`src/rtl/mem_pkg.sv`:
```
// Shared types and constants for the load/store unit.
//   - size_e  : request size encoding (byte / half / word / illegal)
//   - state_e : sequencing states of mem_access_unit
//   - req_t   : fields latched from an accepted request
package mem_pkg;

  localparam int unsigned DEPTH_LOG2_DEF = 8;
  localparam int unsigned DATA_W         = 32;
  localparam int unsigned ADDR_W         = 32;

  typedef enum logic [1:0] {
    SIZE_B = 2'b00,
    SIZE_H = 2'b01,
    SIZE_W = 2'b10,
    SIZE_X = 2'b11
  } size_e;

  typedef enum logic [2:0] {
    IDLE  = 3'd0,
    ISSUE = 3'd1,
    WAIT  = 3'd2,
    WRITE = 3'd3,
    RESP  = 3'd4
  } state_e;

  typedef struct packed {
    logic              write;
    size_e             size;
    logic              sgn;
    logic [1:0]        lane;
    logic [DATA_W-1:0] wdata;
  } req_t;

  // Size/alignment legality; the address-range part is checked by the caller.
  function automatic logic size_align_err(size_e size, logic [1:0] lane);
    logic err;
    err = 1'b0;
    case (size)
      SIZE_B:  err = 1'b0;
      SIZE_H:  err = lane[0];
      SIZE_W:  err = (lane != 2'b00);
      default: err = 1'b1;
    endcase
    return err;
  endfunction

endpackage

```
`src/rtl/mem_lane_format.sv`:
```
// Lane formatting for the load/store unit (purely combinational).
//   i_word    : 32-bit word read from memory
//   i_lane    : byte lane (address bits [1:0])
//   i_size    : access size
//   i_sgn     : sign-extend loads
//   i_wdata   : right-justified store data
//   o_load_c  : extracted and extended load data
//   o_merge_c : i_word with the store byte/half inserted at the lane
module mem_lane_format
  import mem_pkg::*;
(
  input  logic [DATA_W-1:0] i_word,
  input  logic [1:0]        i_lane,
  input  size_e             i_size,
  input  logic              i_sgn,
  input  logic [DATA_W-1:0] i_wdata,
  output logic [DATA_W-1:0] o_load_c,
  output logic [DATA_W-1:0] o_merge_c
);

  logic [7:0]  w_byte;
  logic [15:0] w_half;

  // Lane select
  always_comb begin
    w_byte = i_word[7:0];
    case (i_lane)
      2'd0: w_byte = i_word[7:0];
      2'd1: w_byte = i_word[15:8];
      2'd2: w_byte = i_word[23:16];
      2'd3: w_byte = i_word[31:24];
      default: w_byte = i_word[7:0];
    endcase
    w_half = i_lane[1] ? i_word[31:16] : i_word[15:0];
  end

  // Load extract and extend
  always_comb begin
    o_load_c = '0;
    case (i_size)
      SIZE_B:  o_load_c = {{24{i_sgn & w_byte[7]}}, w_byte};
      SIZE_H:  o_load_c = {{16{i_sgn & w_half[15]}}, w_half};
      SIZE_W:  o_load_c = i_word;
      default: o_load_c = '0;
    endcase
  end

  // Store merge into the previously read word
  always_comb begin
    o_merge_c = i_word;
    case (i_size)
      SIZE_B: begin
        case (i_lane)
          2'd0: o_merge_c[7:0]   = i_wdata[7:0];
          2'd1: o_merge_c[15:8]  = i_wdata[7:0];
          2'd2: o_merge_c[23:16] = i_wdata[7:0];
          2'd3: o_merge_c[31:24] = i_wdata[7:0];
          default: o_merge_c = i_word;
        endcase
      end
      SIZE_H: begin
        if (i_lane[1]) o_merge_c[31:16] = i_wdata[15:0];
        else           o_merge_c[15:0]  = i_wdata[15:0];
      end
      SIZE_W:  o_merge_c = i_wdata;
      default: o_merge_c = i_word;
    endcase
  end

endmodule

```
`src/rtl/mem_access_unit.sv`:
```
// Load/store controller driving a single-port synchronous word memory.
// Byte-addressed requests become word accesses; sub-word stores are done
// as read-modify-write since the memory has no byte enables.
//   req_*  : request handshake (req_ready combinational from state/rst_n)
//   resp_* : response handshake, held until resp_ready
//   mem_*  : memory interface; read data arrives the cycle after the address
module mem_access_unit
  import mem_pkg::*;
#(
  parameter int unsigned DEPTH_LOG2 = DEPTH_LOG2_DEF
) (
  input  logic              clk,
  input  logic              rst_n,
  input  logic              req_valid,
  output logic              req_ready,
  input  logic              req_write,
  input  logic [1:0]        req_size,
  input  logic              req_signed,
  input  logic [ADDR_W-1:0] req_addr,
  input  logic [DATA_W-1:0] req_wdata,
  output logic              resp_valid,
  input  logic              resp_ready,
  output logic [DATA_W-1:0] resp_rdata,
  output logic              resp_err,
  output logic              mem_write_enable,
  output logic [ADDR_W-1:0] mem_address,
  output logic [DATA_W-1:0] mem_write_data,
  input  logic [DATA_W-1:0] mem_read_data
);

  localparam int unsigned ABITS = DEPTH_LOG2 + 2;

  state_e            r_state;
  req_t              r_req;
  size_e             w_size;
  logic              w_err;
  logic              w_word_store;
  logic [DATA_W-1:0] w_load;
  logic [DATA_W-1:0] w_merge;

  assign req_ready = (r_state == IDLE) && rst_n;

  // Request decode and rejection check at accept time
  assign w_size       = size_e'(req_size);
  assign w_err        = size_align_err(w_size, req_addr[1:0]) ||
                        ((req_addr >> ABITS) != '0);
  assign w_word_store = req_write && (w_size == SIZE_W);

  // Formatting always works on the live memory read data; it is only
  // consumed in WAIT, when that data belongs to this transaction.
  mem_lane_format u_fmt (
    .i_word    (mem_read_data),
    .i_lane    (r_req.lane),
    .i_size    (r_req.size),
    .i_sgn     (r_req.sgn),
    .i_wdata   (r_req.wdata),
    .o_load_c  (w_load),
    .o_merge_c (w_merge)
  );

  // Sequencer with registered outputs
  always_ff @(posedge clk) begin
    if (!rst_n) begin
      r_state          <= IDLE;
      r_req            <= '0;
      resp_valid       <= 1'b0;
      resp_err         <= 1'b0;
      resp_rdata       <= '0;
      mem_write_enable <= 1'b0;
      mem_address      <= '0;
      mem_write_data   <= '0;
    end else begin
      case (r_state)
        IDLE: begin
          if (req_valid) begin
            r_req.write <= req_write;
            r_req.size  <= w_size;
            r_req.sgn   <= req_signed;
            r_req.lane  <= req_addr[1:0];
            r_req.wdata <= req_wdata;
            if (w_err) begin
              // Rejected: no memory access at all
              resp_err   <= 1'b1;
              resp_rdata <= '0;
              resp_valid <= 1'b1;
              r_state    <= RESP;
            end else begin
              mem_address <= ADDR_W'(req_addr[ABITS-1:2]);
              if (w_word_store) begin
                mem_write_enable <= 1'b1;
                mem_write_data   <= req_wdata;
              end else begin
                mem_write_enable <= 1'b0;
              end
              r_state <= ISSUE;
            end
          end
        end
        ISSUE: begin
          if (r_req.write && (r_req.size == SIZE_W)) begin
            mem_write_enable <= 1'b0;
            resp_err         <= 1'b0;
            resp_rdata       <= '0;
            resp_valid       <= 1'b1;
            r_state          <= RESP;
          end else begin
            r_state <= WAIT;
          end
        end
        WAIT: begin
          if (r_req.write) begin
            mem_write_data   <= w_merge;
            mem_write_enable <= 1'b1;
            r_state          <= WRITE;
          end else begin
            resp_rdata <= w_load;
            resp_err   <= 1'b0;
            resp_valid <= 1'b1;
            r_state    <= RESP;
          end
        end
        WRITE: begin
          mem_write_enable <= 1'b0;
          resp_err         <= 1'b0;
          resp_rdata       <= '0;
          resp_valid       <= 1'b1;
          r_state          <= RESP;
        end
        RESP: begin
          if (resp_ready) begin
            resp_valid <= 1'b0;
            r_state    <= IDLE;
          end
        end
        default: r_state <= IDLE;
      endcase
    end
  end

endmodule

```
`config.mk`:
```
export PLATFORM = sky130hd
export DESIGN_NAME = mem_access_unit
export DESIGN_NICKNAME = d
export VERILOG_FILES = /design/src/rtl/mem_pkg.sv /design/src/rtl/mem_lane_format.sv /design/src/rtl/mem_access_unit.sv
export SDC_FILE = /design/constraint.sdc
export NUM_CORES = 1
export LEC_CHECK = 0
export ABC_AREA = 1
export CAP_MARGIN = 20
export CORE_MARGIN = 2
export CORE_UTILIZATION = 30
export DETAILED_ROUTE_END_ITERATION = 12
export HOLD_SLACK_MARGIN = 0.1
export PLACE_DENSITY = 0.52
export RECOVER_POWER = 25
export SLEW_MARGIN = 20
export SYNTH_ARGS = -nofsm -noshare
export SYNTH_HDL_FRONTEND = slang
export SYNTH_SLANG_ARGS = --single-unit
```
`constraint.sdc`:
```
create_clock -name clk -period 3.6 [get_ports clk]
set_clock_uncertainty 0.05 [all_clocks]
set_input_delay 0.54 -clock clk [delete_from_list [all_inputs] [get_ports clk]]
set_output_delay 0.54 -clock clk [all_outputs]
set_load 0.05 [all_outputs]
```
# [After elaboration in Yosys (flattened, before gate mapping)]
# Index checks and enable logic that the tools add are counted.
[op_classes] n_reduce_logical=20 eq_ne=19 muxes=41 bitwise_logic=3
[op_table] operator="32-bit 2-to-1 mux" n=8
[op_table] operator="32-bit one-hot mux with 3 select lines" n=2
[op_table] operator="32-bit one-hot mux with 4 select lines" n=1
[op_table] operator="32-bit one-hot mux with 2 select lines" n=1
[op_table] operator="16-bit 2-to-1 mux" n=3
[op_table] operator="8-bit 2-to-1 mux" n=4
[op_table] operator="8-bit one-hot mux with 4 select lines" n=1
[op_table] operator="32-bit nonzero test" n=1
[op_table] operator="2-bit inequality test (second input constant)" n=8
[op_table] operator="3-bit 2-to-1 mux" n=5
[op_table] operator="3-bit one-hot mux with 5 select lines" n=1
[op_table] operator="5-bit AND reduction" n=3
[op_table] operator="1-bit 2-to-1 mux" n=11
[op_table] operator="2-bit equality test (second input constant)" n=4
[op_table] operator="1-bit one-hot mux with 4 select lines" n=2
[op_table] operator="2-bit by 1-bit equality test with 1-bit output (second input constant)" n=3
[op_table] operator="3-bit by 2-bit equality test with 1-bit output (second input constant)" n=2
[op_table] operator="2-bit logical NOT" n=3
[op_table] operator="6-bit AND reduction" n=1
[op_table] operator="1-bit one-hot mux with 5 select lines" n=1
[op_table] operator="5-bit nonzero test" n=1
[op_table] operator="2-bit AND reduction" n=2
[op_table] operator="2-bit nonzero test" n=2
[op_table] operator="4-bit nonzero test" n=1
[op_table] operator="other kinds (9)" n=12
[totals] wordCells=95 output_inout_bits=100 input_bits=104 ff_bits=116

# [Depth between registers and ports, before layout]
# Gate-level depths: netlist of run 1.
[depth] ltp_word=6 mapped_depth=13 ltp_nobuf=11

# [By module]
# Synthesis of run 1 repeated with hierarchy kept, for this count alone.
[unflattened] hier_cells=1528 area_unflattened_um2=8423.1
[by_module_without_submodules] mod="mem_access_unit" seq_area_each_um2=2322.2 area_each_um2=6004.5 cells_per_inst=985 n_inst=1
[by_module_without_submodules] mod="mem_lane_format" seq_area_each_um2=0.0 area_each_um2=2418.6 cells_per_inst=543 n_inst=1

# [Worst setup path before layout of run 1]
# OpenSTA, ideal clock, no wires.
[synth_timing] path_kind="in2out" start="in rst_n" end="out req_ready" t_required_ns=3.010 path_buffers=1 arrival_ns=1.988 cell_stages=3 slack_ns=1.022 cell_sequence="clkbuf_1 -> inv_2 -> nor3_1"
[synth_via] elab_chain_cells=1
[synth_lines] element="start, declared" line="mem_access_unit.sv:13" rtl="input logic rst_n,"
[synth_lines] element="1-bit logical AND" line="mem_access_unit.sv:41" rtl="assign req_ready = (r_state == IDLE) && rst_n;"
[synth_lines] element="end, declared" line="mem_access_unit.sv:15" rtl="output logic req_ready,"
# No other way between the ends.

# [Worst setup path after layout of run 1]
[layout_timing] start="in req_addr[27]" end="reg resp_rdata[2]"
[layout_via] elab_chain_cells=4
[layout_lines] element="start, declared" line="mem_access_unit.sv:19" rtl="input logic [ADDR_W-1:0] req_addr,"
[layout_lines] element="32-bit nonzero test" line="mem_access_unit.sv:46" rtl="((req_addr >> ABITS) != '0);"
[layout_lines] element="1-bit logical OR" line="mem_access_unit.sv:45" rtl="assign w_err = size_align_err(w_size, req_addr[1:0]) ||"
[layout_lines] element="2-bit inequality test (no source line)"
[layout_lines] element="5-bit AND reduction (no source line)"
[layout_lines] element="end signal, assigned" line="mem_access_unit.sv:116" rtl="resp_rdata <= w_load;"
[layout_lines] element="end, declared" line="mem_access_unit.sv:23" rtl="output logic [DATA_W-1:0] resp_rdata,"
# No other way between the ends.
# A chain may end at the register's enable or synchronous reset.

==> reports/qor.csv, run 1 <==
stage,metric,value,unit
outcome,status,"complete, no violations",
placement,dpl_cell_area,8730,um^2
setup_path,arrival,2.75,ns
drt,first_pass_iters,5,
timing,max_freq,0.398,GHz
floorplan,core,22500,um^2
timing,period_needed,2.51,ns
cells_and_area,fin_nets,1388,
pwr,p_int,0.00273,W
pwr,p_per_area,422,nW/um^2
synthesis,synth_area_per_cell,6.02,um^2
timing,period_share,69.8,%
floorplan,fp.dieArea,24000,um^2
floorplan,initial_core_util,30.4,%
pwr,p_comb_share,20.3,%
floorplan,die_h,155,um
min_path,min_path_type,reg2reg,
min_path,min_path_cells,2,
timing,grt_setup_unrepaired,false,
setup_path,critPathLaunchType,primary input,
cells_and_area,stdcell_area,9320,um^2
timing,tns,0,ns
drt,vias,7429,
setup_path,critPathCaptureType,flop,
setup_path,criticalPathCategory,in2reg,
pwr,ir_worst_vdd,0.000232,V
setup_path,critical_path_required,3.84,ns
placement,dp_hpwl,17600,um
cells_and_area,syn_to_final_growth,36.5,%
pwr,p_leak,4.12,nW
pwr,power.switching,0.00121,W
flow_run,maxCapViolations,0,
drt,ant_nets,0,
drt,viasPerCell,4.70,
drt,routed_wl,24500,um
min_path,min_to,r_req[24]$_SDFFE_PN0P_,
clocking,cts-root-buf,clkbuf_16,
cells_and_area,layout_commonest_cell,nand2_1,
drt,routedWlPerCell,15.5,um
floorplan,ios,204,
setup_path,cp_max_fo,34,
global_route,grt_max_degree,66,
synthesis,synth_area,6830,um^2
drt,drcViolationCount,0,
floorplan,dieWidth,155,um
clocking,cts_buffer_depth,2,
synthesis,synth_compound_area_share,18.1,%
timing,finalSetupViolations,0,
synthesis,synth-simple-area-share,34.3,%
timing,tightestPinTransition,0.733,ns
cells_and_area,final_cell_mix,"nand2_1 (319), nor2_1 (164), clkdlybuf4s50_1 (132)",
clocking,htreeDepth,4,
placement,gp_congestion,0.897,
setup_path,r2r-start,r_state[0]$_SDFFE_PN0P_,
clocking,cts_num_sinks,116,
clocking,cts_made_buffers,17,
timing,max-slew-margin-rel,51.0,%
clocking,cts_resized,0,
timing,slew_violations,0,
setup_path,rr_worst_depth,7,
synthesis,ys_ff_latch,116,
timing,finalHoldViolCount,0,
cells_and_area,utilization,41.4,%
global_route,overflow,0,
synthesis,syn_inst,1134,
global_route,grt_antenna_before_repair,0,
synthesis,synth_seq_area_share,34.0,%
synthesis,synth_edf_count,0,
synthesis,synthAdderAreaFrac,0,%
cells_and_area,diodes,0,
timing,worst_hold_slack,0.409,ns
floorplan,num_rows,55,
synthesis,synth_top_family_by_area,simple AND/OR/NAND/NOR gates,
drt,drtIter0Drc,466,
synthesis,synthMuxAreaShare,0,%
setup_path,crit_start,req_addr[27],
synthesis,synth_xor_area_share,0,%
clocking,clk_pin_slew,0.06,ns
pwr,pwr-share-clk,44.9,%
pwr,seqPwrFrac,34.8,%
min_path,min_from,r_req[24]$_SDFFE_PN0P_,
placement,numPortBuffers,179,
synthesis,synth.distinct_cells,34,
clocking,cts_tree,yes,
synthesis,yosysWarnings,0,
cells_and_area,drive_gt1_share,6.10,%
global_route,grt_usage,20.3,%
synthesis,ys_async_sr_fraction,0,%
pwr,fin_total_pwr,0.00394,W
clocking,post_cts_buffers,0,
clocking,holdBufCountCts,0,
global_route,first_global_vias,6960,
pwr,switching_share,30.8,%
clocking,clock_latency,0.43,ns
setup_path,r2r_slack,1.23,ns
global_route,grt_pass1_wl,38200,um
synthesis,ys_dominant_reg_cell,dfxtp_1,
setup_path,reg2reg_to,r_req[9]$_SDFFE_PN0P_,
how the worst max path moves through the flow:
stage / cells after the start / slack, ns / endpoint
CTS: 7 / 1.27 / r_req[9]$_SDFFE_PN0P_
global placement: 10 / 0.87 / mem_address[4]$_SDFFE_PN0P_
finish: 12 / 1.09 / resp_rdata[2]$_SDFFE_PN0P_
detailed placement: 10 / 0.86 / mem_address[2]$_SDFFE_PN0P_
floorplan: 3 / 1.02 / req_ready
global route: 12 / 0.80 / resp_rdata[4]$_SDFFE_PN0P_
cells by family (layout without fill, tap and decap cells):
family                 count (synthesis)  in the layout
buffers and inverters                208            347
other                                  1             24
AO/OA/AOI/OAI                        230            230
AND/OR/NAND/NOR                      579            579
flip-flops                           116            116
stage by stage:
step           std cells  setup slack [ns]
2_1_floorplan       1157              1.02
3_3_place_gp        1550             0.873
3_5_place_dp        1550             0.863
4_1_cts             1581              1.27
5_1_grt             1581             0.803
6_report            1581              1.09
cell type report:
type / count / area, um^2
fillers: 2483 / 13200
clock inverters: 12 / 156
multi-input cells: 833 / 3670
inverters: 119 / 447
flip-flops and latches: 116 / 2320
repair buffers: 197 / 1910
clock buffers: 19 / 453
well taps: 285 / 357
per-layer routing:
layer  track usage (%)  vias up  wire length, um
met3              4.48       21             1550
met2              31.9      212            11100
met5                 0        -                0
met1              28.0     3350            11600
met4              5.51        0              320
li1                  -     3846                -
power by group through the flow:
stage	clock network, W	registers, W	logic [W]
floorplan	0	0.00144	0.000477
global placement	0	0.00140	0.000803
detailed placement	0	0.00140	0.000802
CTS	0.00180	0.00137	0.000807
global route	0.00186	0.00138	0.000878
finish	0.00177	0.00137	0.000800
worst max-delay path, cell delays in order:
cell and delay [ns]:
dlygate4sd3_1 0.53, nor2_1 0.10, nand2_1 0.06, nor2_1 0.09, nand2_1 0.08, nor2_1 0.25
nand2_1 0.17, nand3_2 0.09, clkbuf_2 0.57, nand2_1 0.11, nand2_1 0.10, nor2_1 0.04
Yosys cell counts, types with 11 or more instances:
cell	number	share of area, %
buf_2	23	1.7
buf_4	29	3.2
a21oi_1	121	8.9
nand2_1	319	18
nor2_1	164	9.0
inv_1	111	6.1
dfxtp_1	116	34
o21ai_0	67	4.9
o22ai_1	13	1.2
clkbuf_1	32	1.8
a22oi_1	11	1.2
nand3_1	76	5.6
sequential cells by signal (all words and copies together), names as in the netlist:
name / cells
r_req: 38
mem_write_data: 32
resp_err: 1
mem_address: 8
resp_valid: 1
resp_rdata: 32
mem_write_enable: 1
r_state: 3
No activity file was read; power rests on OpenSTA's default activity.
==> inputs of run 2 (changes only) <==
--- a/config.mk
+++ b/config.mk
@@ -11,7 +11,7 @@
 export CORE_UTILIZATION = 30
 export DETAILED_ROUTE_END_ITERATION = 12
 export HOLD_SLACK_MARGIN = 0.1
-export PLACE_DENSITY = 0.52
+export PLACE_DENSITY = 0.54
 export RECOVER_POWER = 25
 export SLEW_MARGIN = 20
 export SYNTH_ARGS = -nofsm -noshare
==> constraint.sdc (replaced) <==
create_clock -name clk -period 2 [get_ports clk]
set_clock_uncertainty 0.05 [all_clocks]
set_input_delay 0.3 -clock clk [delete_from_list [all_inputs] [get_ports clk]]
set_output_delay 0.3 -clock clk [all_outputs]
set_load 0.05 [all_outputs]
==> run 2 against run 1 <==
Critical path depth decreased by 11. Hold slack lost 0.20 ns. Sequential share of layout area shrank 1.1 points. Sequential power grew 80%. Design area rose by 4.5%. Routed wire length up 0.55%. Total power rose by 82%. Critical endpoint is now mem_write_data[9].
==> reports/qor.csv, run 2 (synthesis results as in run 1) <==
stage,metric,value,unit,change
outcome,status,"complete, no violations",,unchanged
timing,period_needed,1.94,ns,
cells_and_area,fin_nets,1432,,was 1388
setup_path,arrival,1.59,ns,was 2.75 ns
clocking,cts_tree,yes,,unchanged
cells_and_area,regMostFlops,r_req,,unchanged
floorplan,fp.dieArea,24000,um^2,unchanged
floorplan,dieWidth,155,um,unchanged
drt,drcViolationCount,0,,unchanged
clocking,cts-root-buf,clkbuf_16,,unchanged
global_route,overflow,0,,unchanged
global_route,first_global_vias,7145,,was 6960
clocking,clock_latency,0.42,ns,was 0.43 ns
drt,ant_nets,0,,unchanged
pwr,ir_worst_vdd,0.000456,V,was 0.000232 V
timing,grt_setup_unrepaired,true,,was false
drt,routed_wl,24600,um,was 24500 um
cells_and_area,drive_gt1_share,9.04,%,was 6.10%
timing,finalHoldViolCount,0,,unchanged
global_route,grt_usage,20.4,%,was 20.3%
setup_path,max_stage_delay,0.82,ns,was 0.57 ns
global_route,grt_pass1_wl,38500,um,was 38200 um
setup_path,path_delay_family,buffers and inverters,,unchanged
drt,routedWlPerCell,15.2,um,was 15.5 um
cells_and_area,largest_reg_flops,38,,unchanged
timing,finalSetupViolations,0,,unchanged
floorplan,die_h,155,um,unchanged
timing,tns,0,ns,unchanged
timing,period_share,97.2,%,
setup_path,cp_cell_sequence,clkdlybuf4s50_1,,was dlygate4sd3_1 > nor2_1 > nand2_1 > nor2_1 > nand2_1 > nor2_1 > nand2_1 > nand3_2 > clkbuf_2 > nand2_1 > nand2_1 > nor2_1
setup_path,criticalPathCategory,reg2out,,was in2reg
floorplan,ios,204,,unchanged
cells_and_area,fill_cells,2433,,was 2483
setup_path,critPathLaunchType,flop,,was primary input
cells_and_area,syn_to_final_growth,42.6,%,was 36.5%
placement,gp_congestion,0.906,,was 0.897
timing,max-slew-margin-rel,57.7,%,was 51.0%
cells_and_area,layout_commonest_cell,nand2_1,,unchanged
drt,first_pass_iters,5,,unchanged
setup_path,cp_max_fo,2,,was 34
setup_path,critPathCaptureType,output port,,was flop
setup_path,critical_path_required,1.65,ns,was 3.84 ns
timing,tightestPinTransition,0.637,ns,was 0.733 ns
cells_and_area,multi_input_area,3680,um^2,was 3670 um^2
clocking,cts_made_buffers,17,,unchanged
drt,drtIter0Drc,453,,was 466
setup_path,critPathBufInv,1,,was 2
cells_and_area,reg.largest.list,"r_req x38, mem_write_data x32, resp_rdata x32",,unchanged
clocking,htreeDepth,4,,unchanged
pwr,fin_total_pwr,0.00718,W,was 0.00394 W
clocking,cts_buffer_depth,2,,unchanged
floorplan,initial_core_util,30.4,%,unchanged
cells_and_area,regArea,2320,um^2,unchanged
cells_and_area,diodes,0,,unchanged
clocking,clk_pin_slew,0.06,ns,about the same
cells_and_area,final_cell_mix,"nand2_1 (319), clkdlybuf4s50_1 (173), nor2_1 (164)",,"was nand2_1 (319), nor2_1 (164), clkdlybuf4s50_1 (132)"
floorplan,num_rows,55,,unchanged
placement,numPortBuffers,179,,unchanged
timing,slew_violations,0,,unchanged
setup_path,cp_slowest_cell,clkdlybuf4s50_1,,was clkbuf_2
drt,vias,7595,,was 7429
pwr,p_leak,4.23,nW,was 4.12 nW
clocking,holdBufCountCts,0,,unchanged
global_route,grt_antenna_before_repair,0,,unchanged
flow_run,maxCapViolations,0,,unchanged
drt,viasPerCell,4.68,,was 4.70
timing,max_freq,0.514,GHz,
min_path,min_path_type,in2reg,,was reg2reg
global_route,grt_max_degree,66,,unchanged
clocking,post_cts_buffers,0,,unchanged
floorplan,core,22500,um^2,unchanged
placement,dp_hpwl,18300,um,was 17600 um
pwr,p_per_area,738,nW/um^2,was 422 nW/um^2
clocking,cts_num_sinks,116,,unchanged
==> run 2: per-stage QoR <==
step / cells / setup slack (ns) / utilization (%) / area [um^2] / hold WS, ns
6_report: 1624 / 0.0557 / 43.3 / 9740 / 0.210
5_1_grt: 1624 / -0.0341 / 43.3 / 9740 / 0.226
4_1_cts: 1624 / 0.0190 / 43.4 / 9760 / 0.195
3_5_place_dp: 1594 / -0.117 / 40.8 / 9170 / 0.395
3_3_place_gp: 1594 / -0.0973 / 40.8 / 9170 / 0.389
2_1_floorplan: 1157 / 0.330 / - / 6920 / 0.380
==> run 2: power by group <==
group | total [W] | internal [W] | switching [W]
logic | 0.00159 | 0.000604 | 0.000988
registers | 0.00246 | 0.00241 | 0.0000541
clock network | 0.00313 | 0.00201 | 0.00112
==> run 2: area by class of cell <==
class	count	area share (%)
inverters	119	4.59
flip-flops and latches	116	23.8
repair buffers	241	24.0
well taps	285	3.66
clock buffers	21	4.73
multi-input cells	833	37.8
clock inverters	9	1.34
==> run 2: final timing paths <==
check / from / to / slack, ns / cells past startpoint
setup reg to reg: r_req[36]$_SDFFE_PN0P_ / mem_write_data[31]$_SDFFE_PN0P_ / 0.13 / 9
hold reg to reg: r_req[24]$_SDFFE_PN0P_ / r_req[24]$_SDFFE_PN0P_ / 0.40 / 2
hold / removal: rst_n / mem_address[7]$_SDFFE_PN0P_ / 0.21 / 3
setup / recovery: mem_write_data[9]$_SDFFE_PN0P_ / mem_write_data[9] / 0.06 / 1
==> run 2: layer usage <==
metal  routed length (um)  vias up  GRT usage (%)
li1                     -     3934              -
met3                 1610       27           4.62
met4                  469        0           6.31
met1                11500     3369           27.5
met5                    0        -              0
met2                11000      265           32.4
==> run 2: what timing repair did <==
action,CTS,global route
gates resized for setup,0,3
endpoints found under the setup margin,0,4
endpoints found under the hold margin,0,0
